$ cat src/rtl/alu.sv
// rtl/alu.sv - WIDTH-bit execute-stage ALU (ADD/XOR/PASSB/SUB) with registered {V,C,N,Z} status; optional ALU_STICKY_OVF_EN makes V sticky
module alu #(
  parameter int WIDTH = 16
) (
  input  logic             clk,
  input  logic             rst_n,
  input  logic [WIDTH-1:0] a,
  input  logic [WIDTH-1:0] b,
  input  logic [1:0]       alu_op,
  input  logic             flag_en,
  input  logic             flag_clr,
  output logic [WIDTH-1:0] result,
  output logic             zero,
  output logic             carry,
  output logic             negative,
  output logic             overflow,
  output logic [3:0]       flags_q
);

  localparam logic [1:0] OP_ADD   = 2'b00;
  localparam logic [1:0] OP_XOR   = 2'b01;
  localparam logic [1:0] OP_PASSB = 2'b10;
  localparam logic [1:0] OP_SUB   = 2'b11;

  logic [WIDTH:0] sum_ext;
  logic [WIDTH:0] diff_ext;
  logic           sign_a;
  logic           sign_b;
  logic           v_next;

  assign sign_a = a[WIDTH-1];
  assign sign_b = b[WIDTH-1];

  // Extended add/subtract; the extra top bit is the carry out (add) or the borrow (sub).
  always_comb begin
    sum_ext  = {1'b0, a} + {1'b0, b};
    diff_ext = {1'b0, a} - {1'b0, b};
  end

  // Operation select: result plus the carry and signed-overflow flags for that operation.
  always_comb begin
    result   = '0;
    carry    = 1'b0;
    overflow = 1'b0;
    unique case (alu_op)
      OP_ADD: begin
        result   = sum_ext[WIDTH-1:0];
        carry    = sum_ext[WIDTH];
        overflow = (sign_a == sign_b) && (sum_ext[WIDTH-1] != sign_a);
      end
      OP_XOR: begin
        result = a ^ b;
      end
      OP_PASSB: begin
        result = b;
      end
      OP_SUB: begin
        result   = diff_ext[WIDTH-1:0];
        carry    = ~diff_ext[WIDTH];
        overflow = (sign_a != sign_b) && (diff_ext[WIDTH-1] != sign_a);
      end
      default: begin
        result = '0;
      end
    endcase
  end

  // Zero and negative always come from the final result, whatever the operation.
  always_comb begin
    zero     = (result == '0);
    negative = result[WIDTH-1];
  end

`ifdef ALU_STICKY_OVF_EN
  // V accumulates across captures so a run of operations can be checked for any overflow.
  always_comb begin
    v_next = flags_q[3] | overflow;
  end
`else
  // V is a plain snapshot of the live overflow flag.
  always_comb begin
    v_next = overflow;
  end
`endif

  // Status register: clear beats capture; otherwise hold.
  always_ff @(posedge clk or negedge rst_n) begin
    if (!rst_n) begin
      flags_q <= 4'b0000;
    end else if (flag_clr) begin
      flags_q <= 4'b0000;
    end else if (flag_en) begin
      flags_q <= {v_next, carry, negative, zero};
    end
  end

endmodule

$ cat config.mk
export PLATFORM = sky130hd
export DESIGN_NAME = alu
export DESIGN_NICKNAME = d
export VERILOG_FILES = /design/src/rtl/alu.sv
export SDC_FILE = /design/constraint.sdc
export NUM_CORES = 1
export LEC_CHECK = 0
export ABC_AREA = 1
export CELL_PAD_IN_SITES_DETAIL_PLACEMENT = 2
export CELL_PAD_IN_SITES_GLOBAL_PLACEMENT = 2
export CORE_ASPECT_RATIO = 0.6
export CORE_MARGIN = 2
export CORE_UTILIZATION = 25
export CTS_CLUSTER_DIAMETER = 150
export DETAILED_ROUTE_END_ITERATION = 8
export PLACE_DENSITY = 0.88
export SLEW_MARGIN = 40
export SYNTH_ARGS = -nofsm -noshare
export SYNTH_HDL_FRONTEND = slang
export SYNTH_SLANG_ARGS = --single-unit
$ cat constraint.sdc
create_clock -name clk -period 2.9 [get_ports clk]
set_input_delay 0.58 -clock clk [delete_from_list [all_inputs] [get_ports clk]]
set_output_delay 0.58 -clock clk [all_outputs]
set_load 0.02 [all_outputs]
==> PnR_summary.wiki, run 1 <==
{| class="wikitable"
! Metric !! Value
|-
| Status || did not finish
|-
| Stop stage || 4_1_cts
|-
| Error that stopped the run || [ERROR DPL-0033] detailed placement checks failed during check placement.
|-
| Worst setup timing slack at the placement stage || -1645 ps
|-
| Most used standard cells in the synthesized netlist || nand2_1 (192), inv_1 (110), nand3_1 (59)
|-
| Setup Buffers After CTS || 36
|-
| Cts hold-fix bufs || 0
|-
| HPWL after detailed placement || 15.75 mm
|-
| Worst-case clock buffer depth || 2
|-
| Share of synthesized area spent on multiplexers || 0
|-
| Post-Synthesis Mean Instance Area || 5.216 µm²
|-
| Yosys top cell area share || 0.2568
|-
| Fraction of synthesis flops using an asynchronous set or reset pin || 1.000
|-
| Cell accounting for the most synthesized area || nand2_1
|-
| Post-synthesis compound-gate area fraction || 0.1213
|-
| Clock tree root driver cell || clkbuf_16
|-
| Number of buffers created by CTS || 3
|-
| Combinational family with the most area after synthesis || simple AND/OR/NAND/NOR gates
|-
| Initial cell density of the core || 0.2613
|-
| CTS sink count || 4
|-
| Cells after Synth || 538
|-
| Seq cells post-synth || 4
|-
| Total number of placement rows || 29
|-
| CTS-repair resized insts || 519
|-
| Post-synth EDFFs || 0
|-
| Post-synth cell types || 34
|-
| Final RePlAce weighted congestion || 0.9370
|-
| Dpl cell area || 0.004487 mm²
|-
| XOR/XNOR Fraction of Synth Area || 0.01248
|-
| Most repeated cell in the gate-level netlist after synthesis || nand2_1
|-
| Synth Area in Simple Gates || 0.4623
|-
| Top-Level Pins || 62
|-
| Height of the die || 86.07 µm
|-
| Adder-cell share of the synthesized area || 0.1792
|-
| Warnings, synthesis || 0
|-
| Share of synthesized area occupied by flip-flops and latches || 0.03567
|-
| Main flop type after synthesis || dfrtp_1
|-
| Area contributors post-synth || nand2_1 (26%), ha_1 (16%), inv_1 (15%), nand3_1 (11%), nor2_1 (4.1%)
|-
| Number of nets in the synthesized netlist || 615
|-
| CTS H-tree lvls || 1
|-
| Die W || 140.8 µm
|-
| Port Buf Inserts || 61
|-
| Post-synthesis instance area || 0.002806 mm²
|}
-- through the flow --
step | instances | util | setup TNS (ps)
after detailed placement | 854 | 0.4178 | -24020
after global placement | 854 | 0.4178 | -19030
after floorplan | 538 | - | 0
-- kinds of logic after synthesis --
group | Yosys count
simple gates | 307
buf+inv | 130
compound gates | 54
fa+ha+maj | 39
xor+xnor | 4
flops | 4
==> run 2: changes to the inputs <==
==> config.mk (replaced) <==
export PLATFORM = sky130hd
export DESIGN_NAME = alu
export DESIGN_NICKNAME = d
export VERILOG_FILES = /design/src/rtl/alu.sv
export SDC_FILE = /design/constraint.sdc
export NUM_CORES = 1
export LEC_CHECK = 0
export ABC_AREA = 1
export CORE_MARGIN = 2
export CORE_UTILIZATION = 31
export DETAILED_ROUTE_END_ITERATION = 8
export PLACE_DENSITY_LB_ADDON = 0.15
export SLEW_MARGIN = 40
export SYNTH_ARGS = -nofsm -noshare
export SYNTH_HDL_FRONTEND = slang
export SYNTH_SLANG_ARGS = --single-unit
==> PnR_summary.wiki, run 2 <==
{| class="wikitable"
! Metric !! Value
|-
| Status || finished, violations left
|-
| Violations in the final reports || setup timing
|-
| Nature of the critical path endpoint || output pin
|-
| Hold violation total from the final report || 0
|-
| Transition time at the pin with the least slew margin || a little over 300 ps
|-
| Seq cells post-synth || 4
|-
| Total routing resource utilization after global routing || 0.2493
|-
| Maximum number of pins on one net before global-route repair || 12
|-
| Clock-pin slew of the registers on the worst-case setup and hold paths || 30 ps
|-
| Warnings, synthesis || 0
|-
| HPWL after detailed placement || 9.440 mm
|-
| Worst path slowest cell || ha_4
|-
| Drt initial violations || 183
|-
| Post-Synthesis Mean Instance Area || 5.216 µm²
|-
| Top-Level Pins || 62
|-
| Filler Cell Count || around 760
|-
| Area contributors post-synth || nand2_1 (26%), ha_1 (16%), inv_1 (15%), nand3_1 (11%), nor2_1 (4.1%)
|-
| Count of inserted antenna diode cells || 0
|-
| DRT Wirelength || about 13 mm
|-
| Sum of overflow across all layers after global routing || 0
|-
| Top Registers || flags_q x4
|-
| Latest clock arrival within the worst-skew pair || 220 ps
|-
| Yosys top cell area share || 0.2568
|-
| CTS H-tree lvls || 1
|-
| Cts hold-fix bufs || 0
|-
| Fraction of synthesis flops using an asynchronous set or reset pin || 1.000
|-
| Vias per inst || a little under 5
|-
| Most used standard cells in the synthesized netlist || nand2_1 (192), inv_1 (110), nand3_1 (59)
|-
| Port Buf Inserts || 61
|-
| Minimum setup slack in the final design || -229.0 ps
|-
| Type of element launching the critical path || input pin
|-
| Required time of the worst setup path || about 2300 ps
|-
| Shortest period the worst path allows || 3129 ps
|-
| Height of the die || 99.15 µm
|-
| Cells along the critical path || buf_6 -> inv_2 -> ha_4 -> buf_4 -> nor2_4 -> buf_4 -> nand2_1 -> nand3_2 -> nand2_2 -> nand3_2 -> nand2_1 -> nand3_2 -> nand2_2 -> nand2_2 -> nor2_2 -> and3_4 -> buf_6
|-
| Vias || around 4300
|-
| Power density over cell area || 257.0 mW/mm²
|-
| Routed wire length per instance || around 15 µm
|-
| CTS sink count || 4
|-
| Number of buffers created by CTS || 3
|-
| Cells after Synth || ~540
|-
| Final RePlAce weighted congestion || 0.9941
|-
| Drt first pass iters || 4
|-
| Critical path type || input pin to output pin
|-
| Dpl cell area || 0.004463 mm²
|-
| CTS tree || built
|-
| DR DRC count || 0
|-
| Number of nets in the synthesized netlist || 615
|-
| Leading cell type in the layout, fill and taps excluded || buf_4
|-
| Buffering stage count on the worst path with inverters included || 5
|-
| RSZ-0062 raised after global routing || true
|-
| Clock tree root driver cell || clkbuf_8
|-
| Die area || 0.009830 mm²
|-
| Data arrival at the endpoint of the critical path || approximately 2600 ps
|-
| Highest-count cells in the layout ignoring fill and taps || buf_4 (155), nand2_1 (117), inv_1 (69)
|-
| Final cell count without fillers || 882
|-
| Slowest cell delay on critical path || 360 ps
|-
| Worst slew margin relative to its limit || 0.7967
|-
| Count of antenna-violating nets left after detailed routing || 0
|-
| Total power draw || 1.561 mW
|-
| Total number of placement rows || 34
|-
| Family with the most delay on the worst path || simple AND/OR/NAND/NOR gates
|-
| Number of max-slew violations in the final report || 0
|-
| Die W || 99.15 µm
|-
| Top register by number of flip-flops || flags_q
|-
| Post-synthesis instance area || 0.002806 mm²
|-
| Antenna violations before repair || 0
|-
| Global-route wire length before repair || approximately 20 mm
|-
| Area grow syn2layout || 116.5%
|-
| P_leak || 3.223 nW
|-
| Placeable Area || 0.008763 mm²
|-
| Worst supply voltage drop on vdd || 234.2 µV
|-
| Final setup violation count || 5
|-
| Max-cap check violation count || 0
|-
| Path category of the worst min-delay check || flip-flop to flip-flop
|-
| Post-synth EDFFs || 0
|-
| Period utilization || 1.079
|-
| Max reg flops || 4
|-
| Maximum fanout encountered on the critical timing path || 7
|-
| Final Skew || 0 ps
|-
| Max frequency || 319.6 MHz
|-
| Share of synthesized area occupied by flip-flops and latches || 0.03567
|-
| Fraction of final layout cells with drive strength greater than 1 || 0.5930
|-
| Post-synth cell types || 34
|-
| Via count of the first global-routing pass || 4248
|-
| Initial cell density of the core || 0.3202
|-
| Most repeated cell in the gate-level netlist after synthesis || nand2_1
|-
| Main flop type after synthesis || dfrtp_1
|-
| Nets || 853
|-
| Finished layout cell area || 0.006075 mm²
|-
| Cell accounting for the most synthesized area || nand2_1
|-
| Worst-case clock buffer depth || 2
|-
| Cell Count Post-Placement || 820
|}
[run 2: cell counts after synthesis]
Identical to the previous run, type by type.
[run 2: cell families after synthesis]
| group | after synthesis | synth area share |
|---|---|---|
| and+or+nand+nor | 307 | 0.4623 |
| buffers and inverters | 130 | 0.1890 |
| AOI/OAI and AO/OA | 54 | 0.1213 |
| adders and majority gates | 39 | 0.1792 |
| xor gates and xnor gates | 4 | 0.01248 |
| DFF | 4 | 0.03567 |
[run 2: power breakdown]
group	total [mW]	internal, mW	switching [mW]
Combinational	1.38	0.671	0.707
Clock	0.123	0.0889	0.0343
Sequential	0.0604	0.0588	0.00160
Total	1.56	0.819	0.742
[run 2: routing by layer]
layer	routed length, µm	global-route usage
met5	0	0
met4	281	0.06955
met3	627	0.02389
met2	6520	0.4309
met1	5769	0.3309
[run 2: tightest hold or removal path, delay by kind of cell (launching register included)]
family | cells | cell delay, ps
and+or+nand+nor | 2 | 110
DFF | 1 | 340
[run 2: repair_timing]
item | in CTS | in global routing
resized for setup | 421 | 135
endpoints found under the setup margin | 22 | 20
buffers inserted | 40 | 32
endpoints found under the hold margin | 0 | 0
pin swaps | 101 | 104
[run 2: area by class of cell]
cell class	instances	area (µm²)	share of cell area
Inverter	112	436.7	0.07188
Multi-Input combinational cell	404	3213	0.5289
Timing Repair Buffer	251	2148	0.3537
Tap cell	108	135.1	0.02225
Sequential cell	4	100.1	0.01648
Clock buffer	3	41.29	0.006797
[run 2: path summary, 6_finish.rpt]
| kind | start | endpoint | slack (ps) | cells after the start |
|---|---|---|---|---|
| max | b[4] | zero | -230 | 17 |
| min | flags_q[0] | flags_q[0] | 480 | 2 |
| max reg2reg | flags_q[1] | flags_q[1] | 2210 | 1 |
| min reg2reg | flags_q[0] | flags_q[0] | 480 | 2 |
| max in group asynchronous | rst_n | flags_q[0] | 2170 | 1 |
| min in group asynchronous | rst_n | flags_q[3] | 560 | 1 |
[run 2: stage by stage]
stage          hold slack (ps)    util  worst slack, ps  TNS (ps)
2_1_floorplan            284.4       -            20.43         0
3_3_place_gp             467.5  0.5093            -1323    -18610
3_5_place_dp             474.2  0.5093            -1354    -18910
4_1_cts                  477.1  0.6291           -245.2    -693.0
5_1_grt                  495.1  0.6932           -290.3     -1214
6_report                 477.9  0.6932           -229.0    -652.5
Power figures use the tool's default switching activity.
